`src/rtl/frontier_sched.sv`:
```
// Front-end for the Dijkstra frontier queue: round-robin push arbitration into a
// single write slot, plus a pop sequencer that drains pending pushes before reading.
module frontier_sched #(
  parameter int W_D       = 32,
  parameter int NUM_PORTS = 4,
  parameter int W_CNT     = 32
) (
  input  logic                     CLK,
  input  logic                     RST,
  input  logic                     clear,
  input  logic [NUM_PORTS-1:0]     wr_valid,
  output logic [NUM_PORTS-1:0]     wr_ready,
  input  logic [NUM_PORTS*W_D-1:0] wr_node_addr,
  input  logic [NUM_PORTS*W_D-1:0] wr_cost,
  input  logic                     pop_req,
  output logic                     pop_busy,
  output logic                     pop_valid,
  output logic [W_D-1:0]           pop_node_addr,
  output logic [W_D-1:0]           pop_cost,
  output logic                     pop_empty,
  output logic                     fe_write_valid,
  input  logic                     fe_write_ready,
  output logic [W_D-1:0]           fe_write_node_addr,
  output logic [W_D-1:0]           fe_write_cost,
  output logic                     fe_read_req_valid,
  input  logic                     fe_read_req_ready,
  input  logic                     fe_read_data_valid,
  input  logic [W_D-1:0]           fe_read_node_addr,
  input  logic [W_D-1:0]           fe_read_cost,
  input  logic                     fe_read_empty,
  output logic [W_CNT-1:0]         push_count,
  output logic [W_CNT-1:0]         pop_count
);

  localparam int PW = (NUM_PORTS > 1) ? $clog2(NUM_PORTS) : 1;

  typedef enum logic [1:0] {IDLE, DRAIN, REQ, WAIT} state_t;

  state_t        state;
  logic [PW-1:0] rr_ptr;
  logic [PW-1:0] win_idx;
  logic [PW-1:0] cand;
  logic          any_grant;
  logic          slot_free;
  logic          grant_en;
  logic [1:0]    settle;
  int            scan;

  assign slot_free = !fe_write_valid || fe_write_ready;
  assign grant_en  = slot_free && (state == IDLE);
  assign pop_busy  = (state != IDLE);

  // Round-robin scan starting at rr_ptr; first valid requester wins.
  always_comb begin
    wr_ready  = '0;
    win_idx   = '0;
    any_grant = 1'b0;
    scan      = 0;
    cand      = '0;
    for (int k = 0; k < NUM_PORTS; k++) begin
      scan = int'(rr_ptr) + k;
      if (scan >= NUM_PORTS) scan = scan - NUM_PORTS;
      cand = PW'(scan);
      if (grant_en && !any_grant && wr_valid[cand]) begin
        any_grant = 1'b1;
        win_idx   = cand;
      end
    end
    if (any_grant) wr_ready[win_idx] = 1'b1;
  end

  // Write slot and arbitration pointer
  always_ff @(posedge CLK) begin
    if (RST) begin
      fe_write_valid     <= 1'b0;
      fe_write_node_addr <= '0;
      fe_write_cost      <= '0;
      rr_ptr             <= '0;
    end else begin
      if (slot_free) fe_write_valid <= any_grant;
      if (any_grant) begin
        fe_write_node_addr <= wr_node_addr[int'(win_idx)*W_D +: W_D];
        fe_write_cost      <= wr_cost[int'(win_idx)*W_D +: W_D];
        rr_ptr             <= (win_idx == PW'(NUM_PORTS-1)) ? '0 : win_idx + 1'b1;
      end
      if (clear) rr_ptr <= '0;
    end
  end

  // Statistics
  always_ff @(posedge CLK) begin
    if (RST || clear) begin
      push_count <= '0;
      pop_count  <= '0;
    end else begin
      if (fe_write_valid && fe_write_ready) push_count <= push_count + 1'b1;
      if (pop_valid && !pop_empty)          pop_count  <= pop_count + 1'b1;
    end
  end

  // Pop sequencer; DRAIN waits for an empty slot plus two settle cycles
  always_ff @(posedge CLK) begin
    if (RST) begin
      state             <= IDLE;
      settle            <= '0;
      fe_read_req_valid <= 1'b0;
      pop_valid         <= 1'b0;
      pop_empty         <= 1'b0;
      pop_node_addr     <= '0;
      pop_cost          <= '0;
    end else begin
      pop_valid <= 1'b0;
      pop_empty <= 1'b0;
      case (state)
        IDLE: begin
          if (pop_req) begin
            state  <= DRAIN;
            settle <= '0;
          end
        end
        DRAIN: begin
          if (fe_write_valid) begin
            settle <= '0;
          end else if (settle != 2'd2) begin
            settle <= settle + 1'b1;
          end else if (fe_read_empty) begin
            pop_valid     <= 1'b1;
            pop_empty     <= 1'b1;
            pop_node_addr <= '0;
            pop_cost      <= '0;
            state         <= IDLE;
          end else begin
            fe_read_req_valid <= 1'b1;
            state             <= REQ;
          end
        end
        REQ: begin
          if (fe_read_empty) begin
            fe_read_req_valid <= 1'b0;
            pop_valid         <= 1'b1;
            pop_empty         <= 1'b1;
            pop_node_addr     <= '0;
            pop_cost          <= '0;
            state             <= IDLE;
          end else if (fe_read_req_ready) begin
            fe_read_req_valid <= 1'b0;
            state             <= WAIT;
          end
        end
        WAIT: begin
          if (fe_read_data_valid) begin
            pop_valid     <= 1'b1;
            pop_node_addr <= fe_read_node_addr;
            pop_cost      <= fe_read_cost;
            state         <= IDLE;
          end
        end
        default: state <= IDLE;
      endcase
    end
  end

endmodule

```
`config.mk`:
```
export PLATFORM = sky130hd
export DESIGN_NAME = frontier_sched
export DESIGN_NICKNAME = d
export VERILOG_FILES = /design/src/rtl/frontier_sched.sv
export SDC_FILE = /design/constraint.sdc
export NUM_CORES = 1
export LEC_CHECK = 0
export CORE_AREA = 2 2 206 208
export CTS_CLUSTER_SIZE = 25
export DETAILED_ROUTE_END_ITERATION = 16
export DIE_AREA = 0 0 208 210
export DONT_BUFFER_PORTS = 1
export GPL_ROUTABILITY_DRIVEN = 0
export HOLD_SLACK_MARGIN = 0.02
export PLACE_DENSITY_LB_ADDON = 0.15
export SYNTH_ARGS = -nofsm -noshare
export SYNTH_HDL_FRONTEND = slang
export SYNTH_SLANG_ARGS = --single-unit
export TNS_END_PERCENT = 1
```
`constraint.sdc`:
```
create_clock -name CLK -period 6.22 [get_ports CLK]
set_clock_uncertainty 0.1 [all_clocks]
set_input_delay 1.866 -clock CLK [delete_from_list [all_inputs] [get_ports CLK]]
set_output_delay 1.866 -clock CLK [all_outputs]
set_load 0.02 [all_outputs]
```
==> impl_metrics.yaml, run 1 <==
floorplan:
  start_util_pct: 23.5
  ios: 533
  die_w_um: 208
  core-area_um2: 41500
  die_h_um: 210
  rows: 75
  die-area_um2: 43700
clocking:
  cts-root-to-sink-buffers: 3
  cts_buffers: 25
  clock_sinks: 202
  postCtsSetupRepairBufs: 0
  cts.htree.levels: 1
  clkTransAtPathRegs_ns: 0.06
  cts_tree: "yes"
  cts_resized: 0
  ctsHoldBuffers: 0
  cts_root_buffer: "clkbuf_16"
  worst_skew_pair.late_latency_ns: 0.54
global_route:
  grt_use_total_pct: 16.3
  grt_first_pass_wirelength_um: 55500
  grt_pass1_vias: 8472
  antenna_found_initial: 6
  grt_max_degree: 76
  grt-ovfl-total: 0
flow_run:
  maxCapViolations: 0
route:
  dr.pass1.iters: 5
  vias: 8728
  drc: 0
  final_antenna_net_count: 0
  first_iter_violations: 632
  wl_per_cell_um: 22.9
  via_per_inst: 5.26
  wl_um: 37900
logic_synthesis:
  synth_cell_types: 45
  synth-seq-area-share_pct: 41.5
  synthTopCellsByCount: "dfxtp_1 (202), nand3_1 (152), a21oi_1 (141)"
  synth_top_cell_area_share_pct: 41.5
  synth_area_leaders: "dfxtp_1 (41%), nand3_1 (7.8%), mux2_2 (7.4%)"
  ys_ff_latch: 202
  syn_nets: 1487
  netlist_instances: 1146
  avgSynthCellArea_um2: 8.51
  async_flop_share_pct: 0
  synth_ff_type: "dfxtp_1"
  synth_edf_count: 0
  yosysWarnings: 0
  synth_largest_area_cell: "dfxtp_1"
  synth_area_um2: 9750
  synth_most_common_cell: "dfxtp_1"
worst_hold_path:
  holdPathEnd: "settle[1]"
  hold_path_class: "reg -> reg"
  hold_depth: 2
  worstHoldStart: "settle[1]"
critical_path:
  r2r-start: "state[1]"
  reg2reg_depth: 8
  cp.arrival_ns: 3.28
  reg2reg_to: "pop_cost[7]"
  rrSetupSlack_ns: 3.02
  start_kind: "primary input"
  critPathKind: "in -> out"
  critPathMaxFanout: 6
  crit_required_ns: 4.25
  critPathCaptureType: "output pin"
layout:
  layout-drive-gt1-share_pct: 12.6
  final_core_util_pct: 26.7
  final_cells: 1658
  area.growth.synth_to_final_pct: 13.6
  layout.nets: 1437
sta:
  worstMarginPinSlew_ns: 0.941
  finalHoldViolations: 0
  fin_crit_sh_pct: 84.3
  slew_viol_final: 0
  rsz0062_at_grt: "false"
  setup_viol: 0
  tns_ns: 0
  fmax_mhz: 191
  period_minus_slack_ns: 5.24
  relSlewSlack_pct: 37.3
pwr:
  ir_worst_vdd_uv: 174
  power_mw: 3.63
  p_leak_nw: 3.59
  powerDensity_nw_per_um2: 327
place:
  placed_cells: 1608
  hpwl_um: 28100
  portBuffers: 0
outcome:
  status: "finished clean"
[layout make-up]
cell class | instances | area [um^2]
antenna | 5 | 12.5
clock buffer | 34 | 729
clock inverter | 11 | 161
fill | 4529 | 30400
inverter | 14 | 52.6
multi-input combinational | 837 | 5270
sequential | 202 | 4040
tap | 539 | 674
timing repair buffer | 16 | 133
[registers in the layout (all words and copies together), names as in the netlist]
| signal | flops |
|---|---|
| fe_read_req_valid | 1 |
| fe_write_cost | 32 |
| fe_write_node_addr | 32 |
| fe_write_valid | 1 |
| pop_cost | 32 |
| pop_count | 32 |
| pop_empty | 1 |
| pop_node_addr | 32 |
| pop_valid | 1 |
| push_count | 32 |
| rr_ptr | 2 |
| settle | 2 |
| state | 2 |
[logic make-up (layout without fill, tap and decap cells)]
| logic type | count (synthesis) | count (layout) | share of synthesized area (%) |
|---|---|---|---|
| AND/OR/NAND/NOR | 416 | 416 | 20.9 |
| AO/OA/AOI/OAI | 288 | 288 | 18.7 |
| flip-flops | 202 | 202 | 41.5 |
| buffers and inverters | 107 | 75 | 4.98 |
| multiplexers | 67 | 67 | 7.70 |
| XOR/XNOR | 57 | 57 | 5.12 |
| adder cells (fa/ha/maj) | 9 | 9 | 1.15 |
| other | 0 | 5 | 0 |
[worst max path at each step]
| stage | endpoint | slack [ns] | depth (start not counted) | start |
|---|---|---|---|---|
| floorplan | wr_ready[3] | 0.91 | 8 | wr_valid[2] |
| global placement | wr_ready[3] | 0.88 | 5 | fe_write_ready |
| detailed placement | wr_ready[3] | 0.88 | 5 | fe_write_ready |
| CTS | wr_ready[3] | 0.88 | 5 | fe_write_ready |
| global route | wr_ready[3] | 0.83 | 5 | fe_write_ready |
| finish | wr_ready[3] | 0.98 | 5 | fe_write_ready |
[routing by layer]
layer / track usage [%] / wire, um / vias up
li1: - / - / 4069
met1: 18.9 / 14400 / 4167
met2: 27.9 / 18800 / 423
met3: 4.95 / 3150 / 67
met4: 6.58 / 1570 / 2
met5: 0 / 15 / -
[critical path: stages]
cell and delay, ns:
nand2b_1 0.22, nand2_1 0.13, nor4_2 0.48, ha_1 0.21, and2_1 0.37
[cell usage in the layout (no fill, tap or decap), drive strengths merged, types with 15 or more instances in the layout]
| cell | count |
|---|---|
| nor2 | 75 |
| nand2 | 93 |
| o21ai | 70 |
| xor2 | 35 |
| buf | 16 |
| inv | 15 |
| xnor2 | 22 |
| and3 | 16 |
| nand3 | 152 |
| clkbuf | 34 |
| nand4 | 19 |
| a21oi | 141 |
| a221o | 64 |
| dfxtp | 202 |
| mux2 | 64 |
[where the power goes]
group / internal, mW / leakage [nW] / switching [mW]
Sequential: 1.38 / 1.64 / 0.173
Combinational: 0.185 / 1.51 / 0.301
Clock: 0.983 / 0.442 / 0.607
[stage by stage]
stage	hold WS, ns	instance area [um^2]	worst slack (ns)
2_1_floorplan	0.365	9750	0.913
3_3_place_gp	0.385	10200	0.883
3_5_place_dp	0.389	10200	0.881
4_1_cts	0.405	11100	0.877
5_1_grt	0.440	11100	0.825
6_report	0.396	11100	0.976
Power figures use the tool's default switching activity.
==> inputs of run 2 (changes only) <==
CORE_AREA = 2 2 208 210   (was 2 2 206 208)
DIE_AREA = 0 0 210 212   (was 0 0 208 210)
clock period = 5.2 ns   (was 6.22 ns; I/O delays follow)
==> run 2 against run 1 <==
Against the previous run: total power rose by 16%; critical path depth unchanged; critical path type unchanged; via count decreased by 1.2%; register-to-register slack got worse by 0.78 ns; largest power group is now registers.
==> impl_metrics.yaml, run 2 (synthesis gave the netlist of run 1 again) <==
sta:
  setup_viol: 0
  timing.final.ws_setup_ns: 0.637
  period_minus_slack_ns: 4.56
  whs_ns: 0.402
  fmax_mhz: 219
  tns_ns: 0
  fin_crit_sh_pct: 87.8
  finalHoldViolations: 0
  relSlewSlack_pct: 32.9
  slew_viol_final: 0
  worstMarginPinSlew_ns: 1.01
  rsz0062_at_grt: "false"
place:
  hpwl_um: 28300
  placed_cells: 1615
  portBuffers: 0
  dpl-instance-area_um2: 10200
  pre_cts_slack_ns: 0.601
layout:
  final_cells: 1670
  final_common_cell: "dfxtp_1"
  area.growth.synth_to_final_pct: 13.1
  final_cell_mix: "dfxtp_1 (202), nand3_1 (152), a21oi_1 (140), nand2_1 (92), nor2_1 (73)"
  multi_input_area_um2: 5270
  seq_area_um2: 4040
  final_core_util_pct: 26.0
  layout-drive-gt1-share_pct: 12.4
  finalInstanceArea_um2: 11000
  n_fill_cell: 4638
  layout.nets: 1437
clocking:
  clkTransAtPathRegs_ns: 0.06
  cts_tree: "yes"
  cts_buffers: 25
  worst_skew_pair.late_latency_ns: 0.54
  ctsHoldBuffers: 0
  cts_resized: 0
  cts-root-to-sink-buffers: 3
  postCtsSetupRepairBufs: 0
  cts_root_buffer: "clkbuf_16"
  cts.htree.levels: 1
  clock_sinks: 202
critical_path:
  max_stage_delay_ns: 0.42
  path_cells: "nor2b_1 > o21a_1 > nor4_2 > ha_1 > and2_1"
  r2r-start: "state[1]"
  critPathMaxFanout: 5
  cp.arrival_ns: 2.90
  slowest_stage: "nor4_2"
  critPathCaptureType: "output pin"
  start_kind: "primary input"
  critPathBufInv: 0
  crit_required_ns: 3.54
  critPathTopFamily: "simple AND/OR/NAND/NOR gates"
  crit_start: "wr_valid[2]"
  critPathKind: "in -> out"
floorplan:
  die-area_um2: 44500
  die_h_um: 212
  die_w_um: 210
  ios: 533
  core-area_um2: 42500
  start_util_pct: 22.9
  rows: 76
global_route:
  grtUsageMet1_pct: 18.5
  busiest_layer: "met2"
  grt_use_met2_pct: 26.7
  antenna_found_initial: 11
  grtUsageMet3_pct: 5.42
  grt-ovfl-total: 0
  grt_use_total_pct: 16.0
  grt_pass1_vias: 8532
  grt_max_degree: 76
  grt_first_pass_wirelength_um: 55000
worst_hold_path:
  worstHoldStart: "state[1]"
  hold_path_class: "reg -> reg"
route:
  first_iter_violations: 531
  drc: 0
  wl_um: 38400
  final_antenna_net_count: 0
  wl_per_cell_um: 23.0
  dr.pass1.iters: 7
  via_per_inst: 5.16
  vias: 8624
flow_run:
  maxCapViolations: 0
pwr:
  p_leak_nw: 3.56
  ir_worst_vdd_uv: 202
  powerDensity_nw_per_um2: 382
  power_mw: 4.21
outcome:
  status: "finished clean"
-- run 2: changes by cell type in the layout (fill, tap and decap cells not counted), sizes merged --
cell,delta
clkbuf,+1
clkinv,+2
diode,+4
bufinv,-2
-- run 2: area by class of cell --
type,count,area share (%)
Sequential cell,202,36.6
Clock buffer,35,6.46
Clock inverter,11,1.04
Timing Repair Buffer,16,1.20
Inverter,14,0.476
Multi-Input combinational cell,837,47.8
Antenna cell,9,0.204
Tap cell,546,6.19
-- run 2: path summary, 6_finish.rpt --
kind	endpoint	slack [ns]	cells past startpoint
hold / removal	state[1]	0.40	2
setup / recovery	wr_ready[3]	0.64	5
hold reg to reg	state[1]	0.40	2
setup reg to reg	pop_node_addr[14]	2.24	8
-- run 2: routing by layer --
metal	vias to the layer above	share of wire (%)
met1	4107	39
met4	4	3.9
met5	-	0.047
li1	4064	-
met3	66	9.2
met2	383	48
-- run 2: worst register-to-register path, delay by kind of cell, from the launching register on --
family / cells / cell delay (ns)
AOI/OAI and AO/OA: 2 / 0.36
adders and majority gates: 1 / 0.18
and+or+nand+nor: 3 / 1.19
buffers and inverters: 2 / 0.69
DFF: 1 / 0.34
-- run 2: power breakdown --
group / internal, mW / total (mW) / switching [mW]
Sequential: 1.65 / 1.85 / 0.205
Combinational: 0.219 / 0.584 / 0.364
Clock: 1.06 / 1.78 / 0.720
Total: 2.92 / 4.21 / 1.29
==> inputs of run 3 (changes only) <==
--- a/config.mk
+++ b/config.mk
@@ -15,2 +15,3 @@
 export PLACE_DENSITY_LB_ADDON = 0.15
+export SLEW_MARGIN = 20
 export SYNTH_ARGS = -nofsm -noshare
==> constraint.sdc (replaced) <==
create_clock -name CLK -period 5.2 [get_ports CLK]
set_clock_uncertainty 0.1 [all_clocks]
set_input_delay 1.3 -clock CLK [delete_from_list [all_inputs] [get_ports CLK]]
set_output_delay 1.3 -clock CLK [all_outputs]
set_load 0.02 [all_outputs]
==> run 3 against run 2 <==
Against the previous run: combinational power down 1%; worst setup slack better by 0.51 ns; highest routed layer unchanged; critical endpoint unchanged; fmax up 12%; total power down 0.86%; critical path type unchanged; register-to-register slack worse by 0.19 ns; non-clock buffer count up 1.
==> impl_metrics.yaml, run 3 (synthesis gave the netlist of run 1 again) <==
clocking:
  cts_root_buffer: "clkbuf_16"
  worst_skew_pair.late_latency_ns: 0.56
  cts_resized: 0
  ctsHoldBuffers: 0
  postCtsSetupRepairBufs: 0
  cts.htree.levels: 1
  cts_buffers: 25
  cts_tree: "yes"
  cts-root-to-sink-buffers: 3
  clkTransAtPathRegs_ns: 0.06
  clock_sinks: 202
global_route:
  grt-ovfl-total: 0
  grt_use_total_pct: 16.0
  grt_first_pass_wirelength_um: 54600
  grt_max_degree: 76
  grt_pass1_vias: 8421
  antenna_found_initial: 14
layout:
  final_common_cell: "dfxtp_1"
  seq_area_um2: 4040
  area.growth.synth_to_final_pct: 12.9
  multi_input_area_um2: 5270
  final_core_util_pct: 25.9
  final_cells: 1670
  layout.nets: 1438
  n_fill_cell: 4624
  final_cell_mix: "dfxtp_1 (202), nand3_1 (152), a21oi_1 (140), nand2_1 (92), nor2_1 (73)"
  layout-drive-gt1-share_pct: 12.2
  finalInstanceArea_um2: 11000
sta:
  relSlewSlack_pct: 41.7
  period_minus_slack_ns: 4.06
  timing.final.ws_setup_ns: 1.14
  fin_crit_sh_pct: 78.0
  setup_viol: 0
  tns_ns: 0
  worstMarginPinSlew_ns: 0.874
  slew_viol_final: 0
  finalHoldViolations: 0
  fmax_mhz: 247
  whs_ns: 0.403
  rsz0062_at_grt: "false"
worst_hold_path:
  hold_depth: 2
  worstHoldStart: "state[1]"
  hold_path_class: "reg -> reg"
  holdPathEnd: "state[1]"
floorplan:
  die-area_um2: 44500
  ios: 533
  die_h_um: 212
  rows: 76
  core-area_um2: 42500
  start_util_pct: 22.9
  die_w_um: 210
pwr:
  powerDensity_nw_per_um2: 379
  ir_worst_vdd_uv: 211
  p_leak_nw: 3.55
  power_mw: 4.18
route:
  dr.pass1.iters: 5
  final_antenna_net_count: 0
  first_iter_violations: 601
  via_per_inst: 5.14
  wl_um: 38400
  wl_per_cell_um: 23.0
  drc: 0
  vias: 8587
place:
  hpwl_um: 28300
  dpl-instance-area_um2: 10200
  portBuffers: 0
  placed_cells: 1616
  pre_cts_slack_ns: 1.11
critical_path:
  start_kind: "primary input"
  crit_required_ns: 3.80
  r2r-start: "state[0]"
  cp.arrival_ns: 2.66
  critPathMaxFanout: 5
  reg2reg_to: "fe_write_node_addr[30]"
  critPathKind: "in -> out"
  rrSetupSlack_ns: 2.05
  critPathCaptureType: "output pin"
  reg2reg_depth: 7
flow_run:
  maxCapViolations: 0
outcome:
  status: "finished clean"
==> run 3: cell count changes in the layout (fill, tap and decap cells not counted), sizes merged <==
cell and change:
clkinv -3, clkbuf +3, bufinv -1, buf +1
==> run 3: layout make-up <==
cell class	count	share of cell area (%)
Tap cell	546	6.20
Sequential cell	202	36.7
Clock buffer	38	6.67
Antenna cell	9	0.204
Multi-Input combinational cell	837	47.9
Timing Repair Buffer	17	1.16
Inverter	14	0.477
Clock inverter	7	0.704
==> run 3: worst max-delay path, stage by stage <==
cell and delay [ns]:
nor2b_1 0.16, o21a_1 0.25, nor4_2 0.42, ha_1 0.21
and2_1 0.32
==> run 3: power breakdown <==
part / leakage (nW) / internal [mW] / switching [mW] / total [mW]
Sequential: 1.64 / 1.65 / 0.206 / 1.85
Combinational: 1.51 / 0.217 / 0.361 / 0.578
Clock: 0.399 / 1.02 / 0.719 / 1.74
==> run 3: worst max path at each step <==
stage	start	endpoint
2_1_floorplan	wr_valid[2]	wr_ready[3]
3_3_place_gp	wr_valid[2]	wr_ready[3]
3_5_place_dp	wr_valid[2]	wr_ready[3]
4_1_cts	wr_valid[2]	wr_ready[3]
5_1_grt	wr_valid[2]	wr_ready[3]
6_report	wr_valid[2]	wr_ready[3]
==> run 3: layer usage <==
layer  wire length [um]  share of wire (%)  GRT usage, %
met3               3430                8.9          5.49
met2              18500                 48          27.0
met1              14900                 39          18.2
met4               1570                4.1          7.29
met5                 21              0.055             0
